File: config.mk
export PLATFORM = sky130hd
export DESIGN_NAME = sii_ncu_xfer_arb
export DESIGN_NICKNAME = d
export VERILOG_FILES = /design/src/rtl/sii_ncu_xfer_arb.sv
export SDC_FILE = /design/constraint.sdc
export NUM_CORES = 1
export LEC_CHECK = 0
export ABC_CLOCK_PERIOD_IN_PS = 4000
export CORE_MARGIN = 10
export CORE_UTILIZATION = 44
export DETAILED_ROUTE_END_ITERATION = 7
export GPL_TIMING_DRIVEN = 0
export PLACE_DENSITY = 0.79
export SYNTH_ARGS = -nofsm -noshare
export SYNTH_HDL_FRONTEND = slang
export SYNTH_SLANG_ARGS = --single-unit
File: constraint.sdc
create_clock -name iol2clk -period 4 [get_ports iol2clk]
set_input_delay 0.4 -clock iol2clk [delete_from_list [all_inputs] [get_ports iol2clk]]
set_output_delay 0.4 -clock iol2clk [all_outputs]
set_load 0.1 [all_outputs]
File: src/rtl/sii_ncu_xfer_arb.sv
// sii_ncu_xfer_arb: round-robin Mondo/PIO arbiter and req/gnt sequencer driving 1 header + 4 payload beats to NCU
// Ports: iol2clk/rst clock and sync reset; mondo_* and pio_* source vld/hdr/pl in, ack out;
// sii_ncu_req out, ncu_sii_gnt in; sii_ncu_data/sii_ncu_dparity beat out; xfer_busy, gnt_to_err status.
// Build option SII_NCU_XFER_STATS_EN adds mondo_cnt/pio_cnt saturating transfer counters.
`timescale 1ns/1ps
module sii_ncu_xfer_arb #(
  parameter int GNT_TO_CYC = 1023
`ifdef SII_NCU_XFER_STATS_EN
  ,
  parameter int CNT_W = 16
`endif
) (
  input  logic         iol2clk,
  input  logic         rst,
  input  logic         mondo_vld,
  input  logic [31:0]  mondo_hdr,
  input  logic [127:0] mondo_pl,
  output logic         mondo_ack,
  input  logic         pio_vld,
  input  logic [31:0]  pio_hdr,
  input  logic [127:0] pio_pl,
  output logic         pio_ack,
  output logic         sii_ncu_req,
  input  logic         ncu_sii_gnt,
  output logic [31:0]  sii_ncu_data,
  output logic [1:0]   sii_ncu_dparity,
  output logic         xfer_busy,
  output logic         gnt_to_err
`ifdef SII_NCU_XFER_STATS_EN
  ,
  output logic [CNT_W-1:0] mondo_cnt,
  output logic [CNT_W-1:0] pio_cnt
`endif
);
  localparam int TW = $clog2(GNT_TO_CYC + 2);
  typedef enum logic [2:0] {IDLE, REQ, HDR, PL0, PL1, PL2, PL3} state_t;
  state_t state, nxt;
  logic lw_pio;
  logic [31:0] hdr_q;
  logic [127:0] pl_q;
  logic [TW-1:0] tcnt;
  logic take, pick_m, to_hit;
  logic [31:0] beat;
  always_comb begin
    take = (state == IDLE || state == PL3) && (mondo_vld || pio_vld);
    pick_m = mondo_vld && (!pio_vld || lw_pio);
    nxt = take ? REQ :
          state == REQ ? (ncu_sii_gnt ? HDR : REQ) :
          (state == IDLE || state == PL3) ? IDLE : state_t'(state + 3'd1);
    beat = (state == REQ && ncu_sii_gnt) ? hdr_q :
           state == HDR ? pl_q[127:96] :
           state == PL0 ? pl_q[95:64] :
           state == PL1 ? pl_q[63:32] :
           state == PL2 ? pl_q[31:0] : '0;
    to_hit = GNT_TO_CYC != 0 && state == REQ && !ncu_sii_gnt && int'(tcnt) == GNT_TO_CYC - 1;
  end
  always_ff @(posedge iol2clk) begin
    if (rst) begin
      state <= IDLE;
      lw_pio <= 1'b1;
      hdr_q <= '0;
      pl_q <= '0;
      tcnt <= '0;
      mondo_ack <= 1'b0;
      pio_ack <= 1'b0;
      sii_ncu_req <= 1'b0;
      sii_ncu_data <= '0;
      sii_ncu_dparity <= '0;
      xfer_busy <= 1'b0;
      gnt_to_err <= 1'b0;
    end else begin
      state <= nxt;
      mondo_ack <= take && pick_m;
      pio_ack <= take && !pick_m;
      sii_ncu_req <= nxt == REQ;
      xfer_busy <= nxt != IDLE;
      sii_ncu_data <= beat;
      sii_ncu_dparity <= {^beat[31:16], ^beat[15:0]};
      gnt_to_err <= gnt_to_err || to_hit;
      if (take) begin
        hdr_q <= pick_m ? mondo_hdr : pio_hdr;
        pl_q <= pick_m ? mondo_pl : pio_pl;
        lw_pio <= !pick_m;
        tcnt <= '0;
      end else if (state == REQ && int'(tcnt) < GNT_TO_CYC) begin
        tcnt <= tcnt + TW'(1);
      end
    end
  end
`ifdef SII_NCU_XFER_STATS_EN
  always_ff @(posedge iol2clk) begin
    if (rst) begin
      mondo_cnt <= '0;
      pio_cnt <= '0;
    end else if (state == PL3) begin
      if (!lw_pio && !(&mondo_cnt)) mondo_cnt <= mondo_cnt + CNT_W'(1);
      if (lw_pio && !(&pio_cnt)) pio_cnt <= pio_cnt + CNT_W'(1);
    end
  end
`endif
endmodule

==> results of run 1 <==
-- power by group --
part,internal (W),switching [W]
logic,0.000831,0.00104
registers,0.00241,0.000202
clock network,0.00144,0.000932
-- layer usage --
metal  part of all wire [%]  wire length [µm]  global-route usage (%)
met3                     11              4493                   7.785
met2                     48             20210                   50.07
met5                      0                 0                       0
met4                    3.6              1522                   9.383
met1                     37             15560                   34.73
-- cells by family after synthesis --
family	after synthesis	synth area share, %
AO/OA/AOI/OAI	295	27.51
XOR/XNOR	30	3.779
adder cells (fa/ha/maj)	7	0.9583
buffers and inverters	258	10.88
flip-flops	214	46.88
multiplexers	13	1.602
AND/OR/NAND/NOR	157	8.393
-- cell type report --
| type | count | area (µm²) | area share, % |
|---|---|---|---|
| Sequential cell | 214 | 4284 | 30.63 |
| Multi-Input combinational cell | 502 | 3869 | 27.66 |
| Timing Repair Buffer | 363 | 3633 | 25.98 |
| Clock buffer | 31 | 666.9 | 4.769 |
| Inverter | 171 | 641.9 | 4.590 |
| Buffer | 87 | 360.3 | 2.577 |
| Tap cell | 270 | 337.8 | 2.416 |
| Clock inverter | 12 | 186.4 | 1.333 |
| Antenna cell | 2 | 5.005 | 0.03579 |
-- through the flow --
step,std cells,power [W],setup slack (ps)
2_1_floorplan,974,0.003679,989.2
3_3_place_gp,1607,0.004440,-10.21
3_5_place_dp,1607,0.004475,-30.91
4_1_cts,1650,0.006831,25.09
5_1_grt,1650,0.007075,-1.797
6_report,1652,0.006849,113.4
-- cells in the mapped netlist, drive strengths merged, types with 4 or more instances --
cell type,number
nand2,43
o22ai,8
a221oi,28
ha,7
a21oi,47
and3,4
a222oi,160
mux2,13
clkbuf,65
xor2,10
buf,22
nor2,53
a31oi,9
xnor3,6
dfxtp,214
xnor2,14
inv,171
nand3b,5
o211ai,23
nand2b,17
and3b,6
o21ai,15
nor2b,18
-- worst register-to-register path: stages (launching register included) --
cell and delay (ps):
dfxtp_1 340, buf_2 210, inv_1 140, clkbuf_2 240
ha_1 380, buf_2 240, buf_2 220, buf_2 240
a221oi_1 550, a21oi_1 70, a221oi_1 440, xor2_1 220
xnor2_1 160, xnor3_1 230, nor2_1 100
-- cells in the final DEF (no fill, tap or decap), types with 14 or more instances in the layout --
cell type	n
clkbuf_1	64
nand2b_1	17
nor2_1	52
a221oi_1	22
a21oi_1	47
xnor2_1	14
buf_2	16
clkbuf_16	24
a222oi_1	160
clkdlybuf4s50_1	363
dfxtp_1	214
o211ai_1	23
nor2b_1	18
nand2_1	43
inv_1	170
o21ai_0	14
-- worst min-delay path by stage --
stage                 to  cells after the start
5_1_grt        pl_q[118]                      3
4_1_cts        pl_q[100]                      3
2_1_floorplan    tcnt[9]                      2
6_report        pl_q[83]                      3
3_5_place_dp     tcnt[9]                      2
3_3_place_gp     tcnt[9]                      2
-- what timing repair did --
action                                 CTS  global route
buffers inserted                         0             0
setup endpoints to repair                1            28
gates cloned                             0             0
pin swaps                                0             0
hold buffers                             0             0
endpoints found under the hold margin    0             0
resized for setup                        1            11
-- registers in the layout (all words and copies together), names as in the netlist --
name and count:
state 3, mondo_ack 1, sii_ncu_dparity 2, pl_q 128, gnt_to_err 1, hdr_q 32
xfer_busy 1, sii_ncu_data 32, sii_ncu_req 1, tcnt 11, pio_ack 1, lw_pio 1
==> out/metrics.yaml, run 1 <==
start_util_pct: 44.88
ff2ff_setup_slack_ps: 110
numCtsBuffers: 24
critPathCapture: "sii_ncu_dparity[0]"
worstPathRequired_ps: 4460
grt_pass1_wl_um: 59780
fillers: 1573
antenna_found_initial: 0
crit_chain: "buf_2 -> inv_1 -> clkbuf_2 -> ha_1 -> buf_2 -> buf_2 -> buf_2 -> a221oi_1 -> a21oi_1 -> a221oi_1 -> xor2_1 -> xnor2_1 -> xnor3_1 -> nor2_1"
drive_above_1_share_pct: 6.232
dp_hpwl_um: 32860
synth_edf_count: 0
slew_headroom_pct: 27.08
wl_per_cell_um: 25.30
dpl-instance-area_mm2: 0.01311
ios: 364
slowest_stage: "a221oi_1"
synth_seq_cells: 214
grt_max_degree: 14
cts_buffer_depth: 3
drt-total-wl_um: 41790
cts.sinks: 214
synth.top_cell.area_share_pct: 46.88
areaGrowthSynthToFinish_pct: 53.03
path_depth: 14
hold_class: "in -> reg"
crit_top_cell: "buf_2"
worstSetupStartpoint: "state[2]"
timing.critical_path.buf_inv: 6
crit_family: "buffers and inverters"
ys_seq_area_share_pct: 46.88
via_count: 9773
viasPerCell: 5.916
drv_cap: 0
drtIter0Drc: 1540
syn_area_mm2: 0.009139
whs_ps: 450.9
rr_startpoint: "state[2]"
design.core.area_mm2: 0.02036
tightest_slew_ps: 1090
firstDrtPassIters: 8
max_stage_delay_ps: 550
first_global_vias: 9807
totalNegativeSetupSlack_ps: 0
r2r.worst_path.cells: 14
yosys.cell_types.count: 40
synthCells: 974
synth_top_cell_by_area: "dfxtp_1"
startpoint_type: "register"
die_h_um: 164.1
power_density_mw_per_mm2: 489.8
end_kind: "register"
clock_latency_ps: 530
die_w_um: 164.1
syn_nets: 1306
fp-row-count: 52
period_share_pct: 97.17
grt.overflow.total: 0
place_congestion: 0.9667
design_area_mm2: 0.01398
root_buffer: "clkbuf_16"
path_class: "reg -> reg"
violations: "DRC"
worstHoldStart: "mondo_pl[83]"
h-tree-depth: 1
dieArea_mm2: 0.02693
port_buffers: 363
drc: 8
critPathMaxFanout: 10
ys_top_cells_by_area: "dfxtp_1 47%, a222oi_1 18%, inv_1 7.0%"
async_reset_ff_share_pct: 0
cts_tree: "done"
outcome: "finished with violations"
nets: 1695
critPathArrivalTime_ps: 4340
synth_area_per_cell_um2: 9.383
yosys_warnings: 0
hold_viol: 0
post-route-util_pct: 68.67
synth_top_flop_cell: "dfxtp_1"
fmax_mhz: 257.3
max-vdd-ir-drop_mv: 0.2959
skew_ps: 13.63
r2r-end: "sii_ncu_dparity[0]"
fin_crit_ps: 3887
cts.clk_slew.worst_paths_ps: 70
leakage_nw: 6.210
setup_viol_count_final: 0
grtUsageTotal_pct: 29.20
ant_nets: 0
drv_slew: 0
Note: power is estimated with default switching activity, not from simulation.
==> inputs of run 2 (changes only) <==
--- a/config.mk
+++ b/config.mk
@@ -6,8 +6,10 @@
 export NUM_CORES = 1
 export LEC_CHECK = 0
 export ABC_CLOCK_PERIOD_IN_PS = 4000
+export CELL_PAD_IN_SITES_DETAIL_PLACEMENT = 1
+export CELL_PAD_IN_SITES_GLOBAL_PLACEMENT = 1
 export CORE_MARGIN = 10
-export CORE_UTILIZATION = 44
+export CORE_UTILIZATION = 32
 export DETAILED_ROUTE_END_ITERATION = 7
 export GPL_TIMING_DRIVEN = 0
 export PLACE_DENSITY = 0.79
==> run 2 against run 1 <==
The run still ends with DRC left. Power grew 3.6%. Critical path depth fell by 3. Routed wire length rose by 15%. Critical endpoint is now pl_q[101]. Largest cell class unchanged.
==> out/metrics.yaml, run 2 (synthesis gave the netlist of run 1 again) <==
largest_reg_flops: 128  # unchanged
skew_ps: 7.687  # -5.945 ps
slew_headroom_pct: 26.23  # -0.86 points
via_count: 9848  # +0.77%
cts.clk_slew.worst_paths_ps: 60  # about the same
root_buffer: "clkbuf_16"
period_share_pct: 98.58  # +1.4 points
end_kind: "register"
drv_cap: 0  # unchanged
die_w_um: 189.0  # +15%
h-tree-depth: 1  # unchanged
final_cells: 1770  # +7.1%
power_w: 0.007098  # +3.6%
areaGrowthSynthToFinish_pct: 56.13
cts_buffer_depth: 3  # unchanged
cts_tree: "done"
first_global_vias: 10590  # +8.0%
crit_chain: "inv_1 -> ha_1 -> clkbuf_2 -> mux2_2 -> nor2b_1 -> and3_1 -> clkbuf_1 -> clkbuf_2 -> clkbuf_1 -> a222oi_1 -> inv_1"
startpoint_type: "register"
start_util_pct: 32.63  # -12 points
busiest_layer: "met2"
setup_viol_count_final: 0  # unchanged
rsz0062_at_grt: "no"
design.core.area_mm2: 0.02801  # +38%
drtIter0Drc: 1221  # -21%
worstPathRequired_ps: 4480  # +20 ps
mostFrequentLayoutCell: "clkdlybuf4s50_1"
tightest_slew_ps: 1103  # +12.80 ps
firstDrtPassIters: 8  # unchanged
grt_util_met1_pct: 28.43  # -6.3 points
placed_cells_incl_taps: 1715  # +6.7%
whs_path_depth: 3  # unchanged
grt.overflow.total: 0  # unchanged
slowest_stage: "clkbuf_1"
path_class: "reg -> reg"
drv_slew: 0  # unchanged
grt_max_degree: 13  # -1
power_density_mw_per_mm2: 497.5  # +1.6%
fillers: 3194  # +100%
final_cell_mix: "363 x clkdlybuf4s50_1, 214 x dfxtp_1, 170 x inv_1"
hold_viol: 0  # unchanged
critPathArrivalTime_ps: 4420  # +80 ps
use_met3_pct: 6.505  # -1.3 points
max-vdd-ir-drop_mv: 0.2251  # -24%
hold_buffers: 0  # unchanged
outcome: "finished with violations"
clock_latency_ps: 530  # about the same
critPathMaxFanout: 10  # unchanged
fmax_mhz: 253.6  # -1.4%
leakage_nw: 6.275  # +1.0%
reg_top3: "pl_q (128), hdr_q (32), sii_ncu_data (32)"
port_buffers: 363  # unchanged
hold_class: "in -> reg"
numCtsBuffers: 26  # +8.3%
fp-row-count: 61  # +17%
violations: "DRC"
dp_hpwl_um: 37710  # +15%
grt_pass1_wl_um: 67830  # +13%
ff2ff_setup_slack_ps: 60  # -60 ps
fin_crit_ps: 3943  # +56.73 ps
max_stage_delay_ps: 640  # +90 ps
viasPerCell: 5.564  # -6.0%
wl_per_cell_um: 27.14  # +7.3%
largest-register: "pl_q"
ios: 364  # unchanged
drc: 12  # +4
antenna_found_initial: 10  # +10
cts_setup_buffers: 0  # unchanged
r2r.worst_path.cells: 11  # -3
grtUsageTotal_pct: 25.22  # -4.0 points
drive_above_1_share_pct: 7.303  # +1.1 points
cts.sinks: 214  # unchanged
nets: 1696  # +0.059%
dieArea_mm2: 0.03572  # +33%
grt_use_met2_pct: 45.05  # -5.0 points
ant_nets: 0  # unchanged
drt-total-wl_um: 48040  # +15%
die_h_um: 189.0  # +15%
place_congestion: 0.8454  # -13%
==> run 2: worst paths after layout <==
kind,start,to
worst max-delay path,state[0],pl_q[101]
worst min-delay path,mondo_hdr[17],hdr_q[17]
worst max register to register,state[0],pl_q[101]
worst min register to register,tcnt[9],tcnt[9]
==> run 2: power by group <==
group	leakage [nW]	switching [W]	internal, W
Sequential	1.76	0.000199	0.00241
Clock	0.459	0.000965	0.00160
Combinational	4.06	0.00109	0.000836
==> run 2: stage by stage <==
| stage | setup TNS (ps) | instance area (µm²) | worst slack (ps) | hold slack [ps] | utilization (%) |
|---|---|---|---|---|---|
| global placement | -7986 | 13250 | -405.7 | 447.3 | 47.29 |
| CTS | 0 | 14220 | 2.087 | 437.2 | 50.75 |
| global route | 0 | 14270 | 1.977 | 451.1 | 50.93 |
| floorplan | 0 | 9139 | 989.2 | 436.6 | - |
| detailed placement | -11480 | 13250 | -413.3 | 469.6 | 47.29 |
| finish | 0 | 14270 | 56.63 | 456.6 | 50.94 |
==> run 2: repair_timing <==
action | CTS | global route
endpoints found under the setup margin | 93 | 73
cloned | 0 | 0
resized for setup | 13 | 10
==> run 2: final cells by class <==
cell class	count	area, µm²	area share (%)
buffer	86	366.6	2.569
clock buffer	40	824.5	5.779
multi-input combinational	502	3908	27.39
tap	378	473.0	3.315
antenna	9	22.52	0.1578
clock inverter	7	115.1	0.8067
inverter	171	641.9	4.498
sequential	214	4284	30.02
timing repair buffer	363	3633	25.46
==> run 2: metal layers <==
metal / part of all wire, % / vias up
met2: 50 / 458
li1: - / 4438
met1: 38 / 4869
met3: 8.1 / 81
met4: 3.1 / 2
met5: 0.042 / -
==> run 2: worst max-delay path: cells and delay by family (launching register included) <==
kind                       cells  cell delay (ps)
buffers and inverters          6             2330
adders and majority gates      1              340
muxes                          1              310
and+or+nand+nor                2              350
DFF                            1              350
AOI/OAI and AO/OA              1              190
==> inputs of run 3 (changes only) <==
--- a/config.mk
+++ b/config.mk
@@ -13,6 +13,7 @@
 export DETAILED_ROUTE_END_ITERATION = 7
 export GPL_TIMING_DRIVEN = 0
 export PLACE_DENSITY = 0.79
+export SKIP_CTS_REPAIR_TIMING = 1
 export SYNTH_ARGS = -nofsm -noshare
 export SYNTH_HDL_FRONTEND = slang
 export SYNTH_SLANG_ARGS = --single-unit
==> run 3 against run 2 <==
The run still ends with DRC left. Non-clock buffer count stayed put. Power hardly changed. Worst setup slack better by 31 ps. Clock power hardly changed. Clock-buffer cell count stayed put. Routed wire length is 0.17% lower. Cell area hardly changed. Combinational power hardly changed. Critical endpoint unchanged.
==> out/metrics.yaml, run 3 (synthesis gave the netlist of run 1 again) <==
outcome: "finished with violations"
violations: "DRC"
firstDrtPassIters: 8  # unchanged
design_area_mm2: 0.01428  # about the same
grt.overflow.total: 0  # unchanged
crit_family: "buffers and inverters"
cts.clk_slew.worst_paths_ps: 60  # about the same
viasPerCell: 5.601  # +0.67%
reg_top3: "pl_q (128), hdr_q (32), sii_ncu_data (32)"
drt-total-wl_um: 47960  # -0.17%
path_depth: 11  # unchanged
path_class: "reg -> reg"
largest_reg_flops: 128  # unchanged
final_cell_mix: "363 x clkdlybuf4s50_1, 214 x dfxtp_1, 170 x inv_1"
drv_slew: 0  # unchanged
die_w_um: 189.0  # unchanged
largest-register: "pl_q"
fmax_mhz: 255.6  # +0.78%
fp-row-count: 61  # unchanged
port_buffers: 363  # unchanged
tightest_slew_ps: 1112  # +8.648 ps
slew_headroom_pct: 25.65  # -0.58 points
critPathMaxFanout: 10  # unchanged
r2r.worst_path.cells: 11  # unchanged
mostFrequentLayoutCell: "clkdlybuf4s50_1"
dieArea_mm2: 0.03572  # unchanged
rsz0062_at_grt: "no"
areaGrowthSynthToFinish_pct: 56.22  # about the same
totalNegativeSetupSlack_ps: 0  # unchanged
fin_ws_ps: 87.13  # +30.50 ps
drtIter0Drc: 1240  # +1.6%
numCtsBuffers: 26  # unchanged
grt_pass1_wl_um: 67810  # about the same
post-route-util_pct: 50.97  # about the same
worstPathRequired_ps: 4480  # about the same
power_density_mw_per_mm2: 497.0  # about the same
post-place-ws_ps: -413.3  # unchanged
dpl-instance-area_mm2: 0.01325  # unchanged
setup_viol_count_final: 0  # unchanged
max-vdd-ir-drop_mv: 0.2258  # +0.30%
antenna_found_initial: 10  # unchanged
start_util_pct: 32.63  # unchanged
slowest_stage: "clkbuf_1"
max_stage_delay_ps: 630  # about the same
fin_crit_ps: 3913  # -30.50 ps
crit_chain: "inv_1 -> ha_1 -> clkbuf_2 -> mux2_2 -> nor2b_1 -> and3_1 -> clkbuf_1 -> clkbuf_2 -> clkbuf_1 -> a222oi_1 -> inv_1"
timing.critical_path.buf_inv: 6  # unchanged
hold_class: "in -> reg"
grt_max_degree: 13  # unchanged
root_buffer: "clkbuf_16"
period_share_pct: 97.82  # -0.76 points
leakage_nw: 6.281  # about the same
cts_tree: "done"
ios: 364  # unchanged
wl_per_cell_um: 27.10  # -0.17%
via_count: 9914  # +0.67%
cts.sinks: 214  # unchanged
drv_cap: 0  # unchanged
h-tree-depth: 1  # unchanged
hold_viol: 0  # unchanged
design.core.area_mm2: 0.02801  # unchanged
grtUsageTotal_pct: 25.22  # unchanged
end_kind: "register"
drc: 13  # +1
drive_above_1_share_pct: 7.448  # +0.14 points
ant_nets: 0  # unchanged
place_congestion: 0.8454  # unchanged
skew_ps: 8.921  # +1.234 ps
die_h_um: 189.0  # unchanged
critPathArrivalTime_ps: 4390  # -30 ps
startpoint_type: "register"
first_global_vias: 10590  # -0.047%
whs_path_depth: 3  # unchanged
dp_hpwl_um: 37710  # unchanged
nets: 1696  # unchanged
clock_latency_ps: 530  # about the same
cts_buffer_depth: 3  # unchanged
## run 3: metrics by stage
step	cells	hold slack, ps	total power [W]
floorplan	974	436.6	0.003679
global placement	1715	447.3	0.004479
detailed placement	1715	469.6	0.004533
CTS	1762	437.2	0.007104
global route	1769	451.1	0.007380
finish	1770	456.1	0.007095
## run 3: cell type report
class	count	area, µm²
Fill cell	3192	13730
Sequential cell	214	4284
Multi-Input combinational cell	502	3914
Timing Repair Buffer	363	3633
Clock buffer	40	824.5
Inverter	171	641.9
Tap cell	378	473.0
Buffer	86	367.9
Clock inverter	7	115.1
Antenna cell	9	22.52
## run 3: metal layers
metal | share of wire (%) | GRT usage (%) | up-vias
li1 | - | - | 4446
met1 | 38 | 28.50 | 4888
met2 | 50 | 44.95 | 490
met3 | 8.8 | 6.487 | 88
met4 | 3.3 | 8.730 | 2
met5 | 0.042 | 0 | -
## run 3: final timing paths
path                 start         to  slack, ps
min          mondo_hdr[17]  hdr_q[17]        460
max reg2reg       state[0]  pl_q[101]         90
min reg2reg        tcnt[9]    tcnt[9]        490
max               state[0]  pl_q[101]         90
## run 3: report_power, final
group | internal, W | switching [W]
Combinational | 0.000836 | 0.00109
Sequential | 0.00241 | 0.000201
Clock | 0.00160 | 0.000960
## run 3: tightest hold or removal path: stages
cell	delay (ps)
clkdlybuf4s50_1	450
a222oi_1	60
inv_1	50
